$ cat src/rtl/hazard_controller.sv
// hazard_controller: pipeline sequencing for the 5-stage MIPS core.
// It handles load-use stalls (optionally multi-cycle), taken-branch flushes
// and data-memory wait freezes. It also counts stalled cycles with a
// saturating counter. Outputs are Mealy: a function of state and current inputs.
module hazard_controller #(
    parameter int AWIDTH    = 5,
    parameter int LU_CYCLES = 1,
    parameter int CWIDTH    = 16
) (
    input  logic              hz_clk,
    input  logic              hz_rst,
    input  logic              hz_i_ce,
    input  logic [AWIDTH-1:0] hz_i_id_rs,
    input  logic [AWIDTH-1:0] hz_i_id_rt,
    input  logic              hz_i_id_uses_rt,
    input  logic              hz_i_ex_memread,
    input  logic [AWIDTH-1:0] hz_i_ex_rd,
    input  logic              hz_i_branch_taken,
    input  logic              hz_i_mem_busy,
    output logic              hz_o_pc_we,
    output logic              hz_o_ifid_we,
    output logic              hz_o_ifid_flush,
    output logic              hz_o_idex_we,
    output logic              hz_o_idex_bubble,
    output logic              hz_o_exmem_we,
    output logic [1:0]        hz_o_state,
    output logic [CWIDTH-1:0] hz_o_stall_cnt
);

    // Remaining stall cycles after the current one never exceed LU_CYCLES-1.
    localparam int NW = (LU_CYCLES > 1) ? $clog2(LU_CYCLES) : 1;

    typedef enum logic [1:0] {
        RUN      = 2'd0,
        LU_STALL = 2'd1,
        MEM_WAIT = 2'd2
    } state_t;

    state_t          state_reg, state_next;
    state_t          ret_reg, ret_next;
    state_t          eff_state;
    logic [NW-1:0]   cnt_reg, cnt_next;
    logic [CWIDTH-1:0] stall_cnt_reg;
    logic            lu;

    assign lu = hz_i_ex_memread && (hz_i_ex_rd != '0) &&
                ((hz_i_ex_rd == hz_i_id_rs) ||
                 (hz_i_id_uses_rt && (hz_i_ex_rd == hz_i_id_rt)));

    // Leaving MEM_WAIT behaves exactly like the saved state in the same cycle.
    assign eff_state = (state_reg == MEM_WAIT && !hz_i_mem_busy) ? ret_reg : state_reg;

    // Next-state and control outputs; priority ce, mem_busy, branch, load-use.
    always_comb begin
        hz_o_pc_we       = 1'b0;
        hz_o_ifid_we     = 1'b0;
        hz_o_ifid_flush  = 1'b0;
        hz_o_idex_we     = 1'b0;
        hz_o_idex_bubble = 1'b0;
        hz_o_exmem_we    = 1'b0;
        state_next       = state_reg;
        ret_next         = ret_reg;
        cnt_next         = cnt_reg;
        if (!hz_rst && hz_i_ce) begin
            if (hz_i_mem_busy) begin
                // Freeze everything; remember where to resume.
                if (state_reg != MEM_WAIT)
                    ret_next = state_reg;
                state_next = MEM_WAIT;
            end else if (hz_i_branch_taken) begin
                // Squash the wrong-path instructions; any pending stall is dropped.
                hz_o_pc_we       = 1'b1;
                hz_o_ifid_we     = 1'b1;
                hz_o_ifid_flush  = 1'b1;
                hz_o_idex_we     = 1'b1;
                hz_o_idex_bubble = 1'b1;
                hz_o_exmem_we    = 1'b1;
                state_next       = RUN;
                cnt_next         = '0;
            end else if (eff_state == LU_STALL) begin
                hz_o_idex_we     = 1'b1;
                hz_o_idex_bubble = 1'b1;
                hz_o_exmem_we    = 1'b1;
                if (cnt_reg <= NW'(1)) begin
                    state_next = RUN;
                    cnt_next   = '0;
                end else begin
                    state_next = LU_STALL;
                    cnt_next   = cnt_reg - 1'b1;
                end
            end else if (lu) begin
                // Hold PC and IF/ID, push a bubble behind the load.
                hz_o_idex_we     = 1'b1;
                hz_o_idex_bubble = 1'b1;
                hz_o_exmem_we    = 1'b1;
                if (LU_CYCLES > 1) begin
                    state_next = LU_STALL;
                    cnt_next   = NW'(LU_CYCLES - 1);
                end else begin
                    state_next = RUN;
                end
            end else begin
                hz_o_pc_we    = 1'b1;
                hz_o_ifid_we  = 1'b1;
                hz_o_idex_we  = 1'b1;
                hz_o_exmem_we = 1'b1;
                state_next    = RUN;
            end
        end
    end

    // State, resume state and stall-length counter registers.
    always_ff @(posedge hz_clk or posedge hz_rst) begin
        if (hz_rst) begin
            state_reg <= RUN;
            ret_reg   <= RUN;
            cnt_reg   <= '0;
        end else if (hz_i_ce) begin
            state_reg <= state_next;
            ret_reg   <= ret_next;
            cnt_reg   <= cnt_next;
        end
    end

    // Saturating count of cycles in which the PC was held while enabled.
    always_ff @(posedge hz_clk or posedge hz_rst) begin
        if (hz_rst)
            stall_cnt_reg <= '0;
        else if (hz_i_ce && !hz_o_pc_we && stall_cnt_reg != {CWIDTH{1'b1}})
            stall_cnt_reg <= stall_cnt_reg + 1'b1;
    end

    assign hz_o_state     = state_reg;
    assign hz_o_stall_cnt = stall_cnt_reg;

endmodule

$ cat config.mk
export PLATFORM = sky130hd
export DESIGN_NAME = hazard_controller
export DESIGN_NICKNAME = d
export VERILOG_FILES = /design/src/rtl/hazard_controller.sv
export SDC_FILE = /design/constraint.sdc
export NUM_CORES = 1
export LEC_CHECK = 0
export BUFFER_PORTS_ARGS = -buffer_cell sky130_fd_sc_hd__buf_2
export CORE_ASPECT_RATIO = 1.25
export CORE_MARGIN = 1.5
export CORE_UTILIZATION = 27
export DETAILED_ROUTE_END_ITERATION = 8
export HOLD_SLACK_MARGIN = 0.06
export MAX_ROUTING_LAYER = met4
export PLACE_DENSITY_LB_ADDON = 0.12
export SYNTH_ARGS = -nofsm -noshare
export SYNTH_HDL_FRONTEND = slang
export SYNTH_SLANG_ARGS = --single-unit
$ cat constraint.sdc
create_clock -name hz_clk -period 2.5 [get_ports hz_clk]
set_clock_uncertainty 0.05 [all_clocks]
set_input_delay 0.125 -clock hz_clk [delete_from_list [all_inputs] [get_ports hz_clk]]
set_output_delay 0.125 -clock hz_clk [all_outputs]
set_load 0.03 [all_outputs]
==> results.sh <==
export IMPL_design_die_area_um2=4120
export IMPL_insertion_delay_of_the_later_clocked_pin_in_the_worst_skew_pair_ps=240
export IMPL_finalCriticalPeriod_ps=1990
export IMPL_core_area_um2=3540
export IMPL_tritoncts_clock_tree="done"
export IMPL_wl_per_cell_um=12.1
export IMPL_final_cell_mix="sky130_fd_sc_hd__buf_2, sky130_fd_sc_hd__dfrtp_1, sky130_fd_sc_hd__xnor2_1"
export IMPL_n_fill_cell=369
export IMPL_grt_usage_pct=11.6
export IMPL_ys_ff_latch=17
export IMPL_cap_violations=0
export IMPL_cellPowerDensity_nw_per_um2=714
export IMPL_grt_busiest_layer="met2"
export IMPL_synth_fp_nets=117
export IMPL_synth_edf_count=0
export IMPL_die_h_um=71.4
export IMPL_worstReg2RegStart="hz_o_stall_cnt[0]"
export IMPL_syn_area_um2=1010
export IMPL_nNetsFinal=163
export IMPL_worstSetupEndpointType="flop"
export IMPL_synth_flop_cell="sky130_fd_sc_hd__dfrtp_1"
export IMPL_layout_worst_path_cycle_share_pct=79.5
export IMPL_setup_tns_ps=0
export IMPL_timing_critical_path_fanout_max=16
export IMPL_wirelength_mm=2.16
export IMPL_area_growth_synth_to_final_pct=28.7
export IMPL_placement_io_buffers=44
export IMPL_global_route_met2_usage_pct=19.8
export IMPL_initial_core_util_pct=28.5
export IMPL_layout_commonest_cell="sky130_fd_sc_hd__buf_2"
export IMPL_route_vias_total=832
export IMPL_clock_path_buffers=2
export IMPL_gpl_final_weighted_congestion=0.823
export IMPL_final_setup_viols=0
export IMPL_cts_root_buffer="sky130_fd_sc_hd__clkbuf_8"
export IMPL_worst_setup_path_type="reg2reg"
export IMPL_htreeDepth=1
export IMPL_clock_fmax_mhz=503
export IMPL_hp_class="in2reg"
export IMPL_clk_pin_slew_ps=60
export IMPL_critical_path_startpoint="hz_o_stall_cnt[0]"
export IMPL_drt_iter0_markers=8
export IMPL_antenna_cells_inserted=0
export IMPL_ant_nets=0
export IMPL_crit_path_top_delay_cell="sky130_fd_sc_hd__dfrtp_1"
export IMPL_vdd_ir_drop_max_v=0.000160
export IMPL_post_synth_cell_area_avg_um2=10.7
export IMPL_arrival_ps=2070
export IMPL_grt_antenna_before_repair=0
export IMPL_gr_usage_met3_pct=1.81
export IMPL_grt_max_degree=18
export IMPL_result_of_the_run="finished, violations left"
export IMPL_tightest_slew_ps=646
export IMPL_dpl_hpwl_mm=1.74
export IMPL_tritoncts_num_buffers=3
export IMPL_final_core_density_pct=36.7
export IMPL_netlist_instances=94
export IMPL_worst_slew_margin_rel_pct=56.9
export IMPL_num_rows=24
export IMPL_failing_checks="DRC"
export IMPL_ys_seq_area_share_pct=42.1
export IMPL_worstHoldStart="hz_i_mem_busy"
export IMPL_cellLeakagePower_nw=0.632
export IMPL_ys_async_sr_fraction_pct=100
export IMPL_timing_max_transition_violations_final=0
export IMPL_seq_area_um2=425
export IMPL_post_cts_buffers=0
export IMPL_crit_required_ps=2580
export IMPL_gr_total_overflow=0
export IMPL_num_io_pins=46
export IMPL_drtPass1Iterations=6
export IMPL_startpoint_class_of_the_critical_path="flop"
export IMPL_ys_warn_count=0
export IMPL_clock_sink_count=17
export IMPL_post_synth_num_cell_types=28
export IMPL_die_w_um=57.7
export IMPL_via_count_of_the_first_global_routing_pass=819
export IMPL_drive_gt1_share_pct=38.8
export IMPL_cp_cell_sequence="ha_1, nand3_1, o2111ai_2, o21ai_4, mux2_2"
export IMPL_rsz0062_at_grt="no"
export IMPL_final_hold_viol_count=0
export IMPL_route_detailed_drc=2
export IMPL_grt_pass1_wl_mm=3.67
export IMPL_critical_path_max_stage_delay_ps=450
export IMPL_met1_capacity_usage_during_global_routing_pct=13.5
export IMPL_multi_input_comb_area_um2=543
export IMPL_viasPerCell=4.67
## layout make-up
type	instances	share of cell area (%)
multi-input combinational	71	41.8
inverter	2	0.577
tap	39	3.75
sequential	17	32.7
timing repair buffer	45	17.7
clock buffer	4	3.46
## synthesized netlist by cell type, drive strengths merged, types with 2 or more instances
| cell type | instances | area share, % |
|---|---|---|
| xor2 | 10 | 8.7 |
| o21ai | 3 | 2.6 |
| xnor2 | 15 | 13 |
| and4 | 2 | 1.7 |
| nand4 | 9 | 5.6 |
| nor2 | 2 | 0.74 |
| nor2b | 2 | 1.2 |
| dfrtp | 17 | 42 |
| inv | 2 | 0.74 |
| mux2 | 2 | 2.2 |
| nand3 | 4 | 2.5 |
| nand2 | 4 | 1.5 |
| and3 | 5 | 3.1 |
| buf | 4 | 3.3 |
| and2 | 3 | 1.9 |
## sequential cells by signal, indices dropped and copies added (netlist names)
| name | count |
|---|---|
| hz_o_stall_cnt | 16 |
| hz_o_state | 1 |
## worst paths after layout
path	slack [ps]	depth (start not counted)	endpoint
setup / recovery	510	5	hz_o_stall_cnt[1]
hold / removal	100	2	hz_o_state[1]
min in group asynchronous	490	3	hz_o_stall_cnt[15]
max in group asynchronous	1500	3	hz_o_stall_cnt[5]
hold reg to reg	440	1	hz_o_stall_cnt[14]
setup reg to reg	510	5	hz_o_stall_cnt[1]
## per-stage QoR
step                      power (mW)  cells  cell area [um2]  setup WS (ps)  hold slack [ps]
after floorplan                0.625     94             1010            573             1.07
after global placement         0.731    173             1240            574              223
after detailed placement       0.737    173             1240            518              231
after CTS                      0.945    178             1300            504             96.8
after global routing           0.993    178             1300            408              105
final                          0.928    178             1300            512              100
## logic make-up (layout without fill, tap and decap cells)
family | count (synthesis) | after routing | share of synthesized area, %
flops | 17 | 17 | 42.1
xor+xnor | 25 | 25 | 21.7
other cells | 1 | 1 | 0.371
buf+inv | 6 | 51 | 4.09
fa+ha+maj | 1 | 1 | 1.24
compound gates | 8 | 8 | 7.56
mux | 2 | 2 | 2.23
simple gates | 34 | 34 | 20.7
## report_power, final
part           leakage [nW]  switching (mW)  total, mW  internal, mW
sequential            0.224          0.0724      0.401         0.329
clock                0.0228          0.0872      0.200         0.113
combinational         0.384           0.207      0.327         0.119
## worst max-delay path, delay by kind of cell (launching register included)
kind,cells,cell delay (ps)
AOI/OAI and AO/OA,2,540
DFF,1,450
muxes,1,380
adders and majority gates,1,300
and+or+nand+nor,1,150
## routing by layer
layer / share of wire, % / up-vias / wire length, um
li1: - / 419 / -
met2: 50 / 35 / 1080
met1: 42 / 376 / 916
met3: 6.0 / 2 / 129
met4: 1.4 / 0 / 31
met5: 0 / - / 0
## what timing repair did
item	4_1_cts	5_1_grt
gates resized for setup	0	0
hold buffers	1	0
endpoints found under the hold margin	17	0
(Power assumes the default switching activity.)
